File: src/rtl/lsu_pkg.sv
// lsu_pkg: op encodings, FSM states, memory map defaults
// and small decode helpers shared by the LSU files.
package lsu_pkg;

   localparam logic [31:0] BASE_ADDR_DEF   = 32'h1001_0000;
   localparam int          DEPTH_WORDS_DEF = 1024;

   typedef enum logic [2:0] {
      OP_LB  = 3'b000,
      OP_LH  = 3'b001,
      OP_LW  = 3'b010,
      OP_SB  = 3'b011,
      OP_LBU = 3'b100,
      OP_LHU = 3'b101,
      OP_SH  = 3'b110,
      OP_SW  = 3'b111
   } op_e;

   typedef enum logic [1:0] {
      S_IDLE      = 2'b00,
      S_ACCESS    = 2'b01,
      S_RMW_WRITE = 2'b10,
      S_RESP      = 2'b11
   } state_e;

   function automatic logic is_store(op_e op);
      return (op == OP_SB) || (op == OP_SH) || (op == OP_SW);
   endfunction

   function automatic logic is_misaligned(op_e op,
                                          logic [1:0] lo);
      logic r;
      r = 1'b0;
      case (op)
         OP_LW, OP_SW:          r = (lo != 2'b00);
         OP_LH, OP_LHU, OP_SH:  r = lo[0];
         default:               r = 1'b0;
      endcase
      return r;
   endfunction

endpackage

File: src/rtl/lsu_ctrl_if.sv
// lsu_ctrl_if: pipeline request/response and data-memory bus.
// slave = LSU side, master = pipeline + memory side.
interface lsu_ctrl_if;
   import lsu_pkg::*;

   logic        req;
   op_e         op;
   logic [31:0] addr;
   logic [31:0] wdata;
   logic        busy;
   logic        done;
   logic [31:0] rdata;
   logic        fault;
   logic [31:0] mem_addr;
   logic [31:0] mem_wdata;
   logic        mem_we;
   logic [31:0] mem_rdata;

   modport slave (
      input  req, op, addr, wdata, mem_rdata,
      output busy, done, rdata, fault,
             mem_addr, mem_wdata, mem_we
   );

   modport master (
      output req, op, addr, wdata, mem_rdata,
      input  busy, done, rdata, fault,
             mem_addr, mem_wdata, mem_we
   );

endinterface

File: src/rtl/lsu_byte_lane.sv
// lsu_byte_lane: little-endian lane extract/extend for loads
// and lane merge for SB/SH. Ports: op, byte_off, word, wdata
// in; load_data, merged out. Purely combinational.
module lsu_byte_lane
   import lsu_pkg::*;
(
   input  op_e         op,
   input  logic [1:0]  byte_off,
   input  logic [31:0] word,
   input  logic [31:0] wdata,
   output logic [31:0] load_data,
   output logic [31:0] merged
);

   logic [7:0]  lane_b;
   logic [15:0] lane_h;

   always_comb begin
      lane_b    = word[{byte_off, 3'b000} +: 8];
      lane_h    = byte_off[1] ? word[31:16] : word[15:0];
      load_data = word;
      merged    = word;
      case (op)
         OP_LB:  load_data = {{24{lane_b[7]}}, lane_b};
         OP_LBU: load_data = {24'h0, lane_b};
         OP_LH:  load_data = {{16{lane_h[15]}}, lane_h};
         OP_LHU: load_data = {16'h0, lane_h};
         OP_SB:  merged[{byte_off, 3'b000} +: 8] = wdata[7:0];
         OP_SH:  merged[{byte_off[1], 4'b0000} +: 16] =
                    wdata[15:0];
         default: ;
      endcase
   end

endmodule

File: src/rtl/lsu_ctrl.sv
// lsu_ctrl: load/store unit FSM with request latch, range and
// alignment check. Ports: clock, reset, bus (lsu_ctrl_if.slave).
module lsu_ctrl
   import lsu_pkg::*;
#(
   parameter logic [31:0] BASE_ADDR   = BASE_ADDR_DEF,
   parameter int          DEPTH_WORDS = DEPTH_WORDS_DEF
)
(
   input logic        clock,
   input logic        reset,
   lsu_ctrl_if.slave  bus
);

   localparam logic [31:0] LAST_ADDR =
      BASE_ADDR + 32'(DEPTH_WORDS * 4) - 32'd1;

   state_e      state_q, state_d;
   op_e         op_q;
   logic [31:0] addr_q;
   logic [31:0] wdata_q;
   logic        fault_q;
   logic [31:0] rdata_q;
   logic [31:0] merge_q;
   logic [31:0] mem_addr_q;
   logic [31:0] mem_wdata_q;

   logic        accept;
   logic        req_fault;
   logic [31:0] word_addr;
   logic [31:0] load_data;
   logic [31:0] merged;
   logic        busy_c;
   logic        done_c;
   logic        mem_we_c;
   logic [31:0] mem_wdata_c;

   assign accept = bus.req &&
                   ((state_q == S_IDLE) || (state_q == S_RESP));

   assign req_fault = is_misaligned(bus.op, bus.addr[1:0]) ||
                      (bus.addr < BASE_ADDR) ||
                      (bus.addr > LAST_ADDR);

   assign word_addr = {addr_q[31:2], 2'b00};

   lsu_byte_lane u_lane (
      .op        (op_q),
      .byte_off  (addr_q[1:0]),
      .word      (bus.mem_rdata),
      .wdata     (wdata_q),
      .load_data (load_data),
      .merged    (merged)
   );

   always_ff @(posedge clock) begin
      if (reset) state_q <= S_IDLE;
      else       state_q <= state_d;
   end

   always_comb begin
      state_d     = state_q;
      busy_c      = 1'b0;
      done_c      = 1'b0;
      mem_we_c    = 1'b0;
      mem_wdata_c = mem_wdata_q;
      unique case (state_q)
         S_IDLE: begin
            if (accept)
               state_d = req_fault ? S_RESP : S_ACCESS;
         end
         S_ACCESS: begin
            busy_c = 1'b1;
            if (op_q == OP_SB || op_q == OP_SH) begin
               state_d = S_RMW_WRITE;
            end else begin
               state_d = S_RESP;
               if (op_q == OP_SW) begin
                  mem_we_c    = 1'b1;
                  mem_wdata_c = wdata_q;
               end
            end
         end
         S_RMW_WRITE: begin
            busy_c      = 1'b1;
            mem_we_c    = 1'b1;
            mem_wdata_c = merge_q;
            state_d     = S_RESP;
         end
         S_RESP: begin
            done_c = 1'b1;
            if (accept)
               state_d = req_fault ? S_RESP : S_ACCESS;
            else
               state_d = S_IDLE;
         end
         default: state_d = S_IDLE;
      endcase
   end

   // mem_addr/mem_wdata hold their last driven value outside
   // the access states, so the *_q copies track what was driven.
   always_ff @(posedge clock) begin
      if (reset) begin
         op_q        <= OP_LB;
         addr_q      <= '0;
         wdata_q     <= '0;
         fault_q     <= 1'b0;
         rdata_q     <= '0;
         merge_q     <= '0;
         mem_addr_q  <= '0;
         mem_wdata_q <= '0;
      end else begin
         if (accept) begin
            op_q    <= bus.op;
            addr_q  <= bus.addr;
            wdata_q <= bus.wdata;
            fault_q <= req_fault;
            rdata_q <= '0;
         end
         if (busy_c)
            mem_addr_q <= word_addr;
         if (mem_we_c)
            mem_wdata_q <= mem_wdata_c;
         if (state_q == S_ACCESS) begin
            if (!is_store(op_q))
               rdata_q <= load_data;
            merge_q <= merged;
         end
      end
   end

   assign bus.busy      = busy_c;
   assign bus.done      = done_c;
   assign bus.fault     = done_c & fault_q;
   assign bus.rdata     = rdata_q;
   assign bus.mem_we    = mem_we_c;
   assign bus.mem_wdata = mem_wdata_c;
   assign bus.mem_addr  = busy_c ? word_addr : mem_addr_q;

endmodule

File: src/flat_wrapper.sv
// flat-port wrapper written by rule: the top's interface ports become plain ports
module lsu_ctrl_flat import lsu_pkg::*;
#(
   parameter logic [31:0] BASE_ADDR   = BASE_ADDR_DEF,
   parameter int          DEPTH_WORDS = DEPTH_WORDS_DEF
)
  (clock, reset, bus_req, bus_op, bus_addr, bus_wdata, bus_mem_rdata, bus_busy, bus_done, bus_rdata, bus_fault, bus_mem_addr, bus_mem_wdata, bus_mem_we);
  lsu_ctrl_if bus_i ();
  input logic clock;
  input logic reset;
  input wire logic [$bits(bus_i.req)-1:0] bus_req;
  input wire logic [$bits(bus_i.op)-1:0] bus_op;
  input wire logic [$bits(bus_i.addr)-1:0] bus_addr;
  input wire logic [$bits(bus_i.wdata)-1:0] bus_wdata;
  input wire logic [$bits(bus_i.mem_rdata)-1:0] bus_mem_rdata;
  output wire logic [$bits(bus_i.busy)-1:0] bus_busy;
  output wire logic [$bits(bus_i.done)-1:0] bus_done;
  output wire logic [$bits(bus_i.rdata)-1:0] bus_rdata;
  output wire logic [$bits(bus_i.fault)-1:0] bus_fault;
  output wire logic [$bits(bus_i.mem_addr)-1:0] bus_mem_addr;
  output wire logic [$bits(bus_i.mem_wdata)-1:0] bus_mem_wdata;
  output wire logic [$bits(bus_i.mem_we)-1:0] bus_mem_we;
  assign bus_i.req = bus_req;
  assign bus_i.op = bus_op;
  assign bus_i.addr = bus_addr;
  assign bus_i.wdata = bus_wdata;
  assign bus_i.mem_rdata = bus_mem_rdata;
  assign bus_busy = bus_i.busy;
  assign bus_done = bus_i.done;
  assign bus_rdata = bus_i.rdata;
  assign bus_fault = bus_i.fault;
  assign bus_mem_addr = bus_i.mem_addr;
  assign bus_mem_wdata = bus_i.mem_wdata;
  assign bus_mem_we = bus_i.mem_we;
  lsu_ctrl #(.BASE_ADDR(BASE_ADDR), .DEPTH_WORDS(DEPTH_WORDS)) u_core (.clock(clock), .reset(reset), .bus(bus_i));
endmodule
File: config.mk
export PLATFORM = sky130hd
export DESIGN_NAME = lsu_ctrl_flat
export DESIGN_NICKNAME = d
export VERILOG_FILES = /design/src/rtl/lsu_pkg.sv /design/src/rtl/lsu_ctrl_if.sv /design/src/rtl/lsu_byte_lane.sv /design/src/rtl/lsu_ctrl.sv /design/src/flat_wrapper.sv
export SDC_FILE = /design/constraint.sdc
export NUM_CORES = 1
export LEC_CHECK = 0
export CELL_PAD_IN_SITES_DETAIL_PLACEMENT = 0
export CELL_PAD_IN_SITES_GLOBAL_PLACEMENT = 1
export CORE_MARGIN = 4
export CORE_UTILIZATION = 38
export CTS_BUF_LIST = sky130_fd_sc_hd__clkbuf_16
export CTS_CLUSTER_DIAMETER = 200
export DETAILED_ROUTE_END_ITERATION = 7
export HOLD_SLACK_MARGIN = 0.06
export PLACE_DENSITY_LB_ADDON = 0.1
export SYNTH_ARGS = -nofsm -noshare
export SYNTH_HDL_FRONTEND = slang
export SYNTH_HIERARCHICAL = 1
export SYNTH_SLANG_ARGS = --single-unit
File: constraint.sdc
create_clock -name clock -period 2.5 [get_ports clock]
set_input_delay 0.5 -clock clock [delete_from_list [all_inputs] [get_ports clock]]
set_output_delay 0.5 -clock clock [all_outputs]
set_load 0.1 [all_outputs]
==> impl_metrics.csv, run 1 <==
group,metric,value,unit
critical_path,reg2reg_depth,10,
logic_synthesis,synthCells,1092,
drt,routed_wl,31600,um
logic_synthesis,ys_top_cells_by_area,"dfxtp_1, nand2_1, a22o_1, a21oi_1, mux2i_1",
global_route,grt_remaining_overflow,0,
critical_path,worstPathArrival,2140,ps
critical_path,worst-setup-path-type,"flip-flop to output pin",
drt,wl_met1,14100,um
min_path,whs_path_depth,2,
timing,fmax,379,MHz
timing,clock_skew,12.4,ps
timing,slew_headroom,49.9,%
die,ioPinCount,202,
clock_tree,cts_hold_buffers,0,
timing,setup_violations,41,
logic_synthesis,yosysMostFrequentCell,"nand2_1",
min_path,hp-start,"u_core/addr_q[19]$_SDFFE_PP0P_",
logic_synthesis,yosysWarnings,6,
finish,nets,1410,
critical_path,cp.required,2000,ps
logic_synthesis,yosysUniqueCellTypes,52,
drt,wire_per_inst,19.3,um
drt,drtIter0Drc,753,
logic_synthesis,synth_flop_cell,"dfxtp_1",
clock_tree,clk_latency,450,ps
job,drv_cap,0,
min_path,whs_endpoint,"u_core/addr_q[19]$_SDFFE_PP0P_",
logic_synthesis,yosysTopAreaCell,"dfxtp_1",
global_route,grt_first_pass_wirelength,48800,um
logic_synthesis,synth-edff-count,0,
die,dieArea,27500,sq um
timing,finalCritPeriodShare,105,%
timing,fin_ws,-137,ps
logic_synthesis,synth.top_cell.area_share,41.9,%
timing,worst_slew_pin_slew,752,ps
pwr,ir_drop,0.000889,V
pwr,leakagePower,5.42,nW
clock_tree,cts_root_buffer,"clkbuf_16",
drt,via_per_inst,5.31,
global_route,track_usage,22.1,%
timing,finalHoldViolCount,0,
drt,via_count,8674,
outcome,status,"complete, but fails checks",
die,start_util,38.8,%
global_route,antenna_found_initial,0,
logic_synthesis,avgSynthCellArea,8.67,sq um
logic_synthesis,synth_commonest_cells,"nand2_1, dfxtp_1, a21oi_1",
critical_path,cp_max_fo,4,
drt,antenna_left,0,
die,fp.dieW,166,um
clock_tree,cts.path.max_buffers,2,
place,dp_hpwl,21600,um
outcome,failed_checks,"setup timing",
timing,timing.final.crit_period,2640,ps
die,core_area,24400,sq um
global_route,grt_pass1_vias,8325,
die,rows,57,
drt,drt_first_pass_iters,8,
clock_tree,clkSlewWorstSetupHoldPaths,70,ps
clock_tree,cts_made_buffers,17,
critical_path,end_kind,"output pin",
timing,drv_slew,0,
critical_path,ff2ff_setup_slack,220,ps
place,place_ws,233,ps
logic_synthesis,synthArstFlopShare,0,%
finish,drive_gt1_share,26.2,%
logic_synthesis,seq_area_frac_synth,41.9,%
logic_synthesis,syn_area,9470,sq um
finish,nFillCells,2259,
place,io_buffers,201,
timing,fin_tns_setup,-2570,ps
clock_tree,cts_tree,"done",
clock_tree,htree_levels,4,
clock_tree,clock_sinks,198,
logic_synthesis,syn_nets,1204,
critical_path,r2r_end,"u_core/mem_wdata_q[15]$_SDFFE_PP0P_",
place,place_congestion,0.915,
min_path,min_path_type,"flip-flop to flip-flop",
finish,n_antenna_cell,0,
logic_synthesis,ys_ff_latch,198,
drt,dr_wl_met3,2730,um
critical_path,r2r-start,"u_core/state_q[1]$_SDFFE_PP0P_",
timing,rsz0062_at_grt,"yes",
global_route,grt_max_degree,152,
die,die_h,166,um
drt,drc_errors,0,
drt,top_layer_used,"met4",
finish,syn_to_final_growth,45.8,%
pwr,powerDensity,1220,nW/um^2
critical_path,cp-start-kind,"flip-flop",
drt,wl_met2,14300,um
-- through the flow --
stage                     hold WS, ps  power, mW  instances  cell area [sq um]  util [%]
after global placement            441       12.9       1563              12400      51.0
final                             454       16.8       1635              13800      56.6
after floorplan                   433       10.4       1092               9570         -
after CTS                         458       16.7       1629              13700      56.2
after global routing              470       17.6       1635              13800      56.6
after detailed placement          446       12.9       1563              12400      51.0
-- repair_timing --
item                       CTS  global route
resized for setup           67             7
gates cloned                 6             3
setup endpoints to repair   63            63
pin swaps                   19            13
buffers inserted            28             4
-- worst max-delay path: stages (launching register included) --
cell,delay (ps)
dfxtp_2,360
inv_4,50
ha_4,150
and4_4,200
buf_16,150
a22o_1,210
a22oi_2,230
clkinvlp_4,160
buf_12,180
-- cells by family (layout without fill, tap and decap cells) --
logic type | Yosys count | count (layout) | share of synthesized area (%)
AND/OR/NAND/NOR | 399 | 399 | 18.7
multiplexers | 72 | 72 | 8.10
adder cells (fa/ha/maj) | 10 | 10 | 1.32
buffers and inverters | 128 | 347 | 6.86
AO/OA/AOI/OAI | 285 | 285 | 23.1
flip-flops | 198 | 198 | 41.9
-- flip-flops by register name, indices dropped and copies added, names as in the netlist --
register,flops
u_core/bus.rdata,32
u_core/op_q,3
u_core/fault_q,1
u_core/merge_q,32
u_core/state_q,2
u_core/mem_addr_q,32
u_core/mem_wdata_q,32
u_core/addr_q,32
u_core/wdata_q,32
-- area by class of cell --
cell class                      count  area, sq um  area share [%]
Multi-Input combinational cell    766         5190            37.6
Sequential cell                   198         3970            28.8
Timing Repair Buffer              279         3440            24.9
Clock buffer                       17          425            3.08
Tap cell                          324          405            2.94
Inverter                           36          199            1.44
Clock inverter                     15          165            1.20
-- layer usage --
layer	vias up	GRT usage (%)
li1	4223	-
met1	4101	30.4
met2	313	34.1
met3	37	6.90
met4	0	4.88
met5	-	0
-- power breakdown --
group | total (mW) | switching (mW) | internal (mW)
registers | 4.22 | 0.431 | 3.79
clock network | 2.79 | 1.37 | 1.42
logic | 9.81 | 6.18 | 3.63
-- cells in the final DEF (no fill, tap or decap), drive strengths merged, types with 3 or more instances in the layout --
master / count
a22o: 68
ha: 10
nor3b: 3
clkinv: 4
nor2: 64
inv: 29
buf: 177
and3b: 3
a211oi: 19
a21oi: 112
a22oi: 26
nand3: 34
a32o: 15
a222oi: 8
a221o: 6
clkinvlp: 17
o21ai: 19
nand2b: 7
a21o: 3
clkdlybuf4s50: 100
and3: 3
nor4: 6
dfxtp: 198
clkbuf: 19
mux2: 34
a31oi: 3
mux2i: 38
nand2: 225
nor2b: 10
and2: 35
-- worst max path at each step --
stage	startpoint	end	slack, ps	cells past startpoint
6_report	u_core/state_q[1]$_SDFFE_PP0P_	bus_mem_wdata[0]	-140	8
5_1_grt	u_core/state_q[1]$_SDFFE_PP0P_	bus_mem_wdata[31]	-220	8
2_1_floorplan	u_core/state_q[0]$_SDFFE_PP0P_	bus_mem_wdata[29]	20	6
3_5_place_dp	u_core/state_q[1]$_SDFFE_PP0P_	bus_mem_wdata[4]	230	8
4_1_cts	u_core/state_q[1]$_SDFFE_PP0P_	bus_mem_wdata[31]	-150	8
3_3_place_gp	u_core/state_q[0]$_SDFFE_PP0P_	bus_mem_wdata[4]	260	7
Power figures use the tool's default switching activity.
==> run 2, diff against run 1 <==
--- a/config.mk
+++ b/config.mk
@@ -10,7 +10,6 @@
 export CORE_MARGIN = 4
 export CORE_UTILIZATION = 38
 export CTS_BUF_LIST = sky130_fd_sc_hd__clkbuf_16
-export CTS_CLUSTER_DIAMETER = 200
 export DETAILED_ROUTE_END_ITERATION = 7
 export HOLD_SLACK_MARGIN = 0.06
 export PLACE_DENSITY_LB_ADDON = 0.1
==> results of run 2 <==
The final DEF is identical to that of run 1; final timing and power are the same.
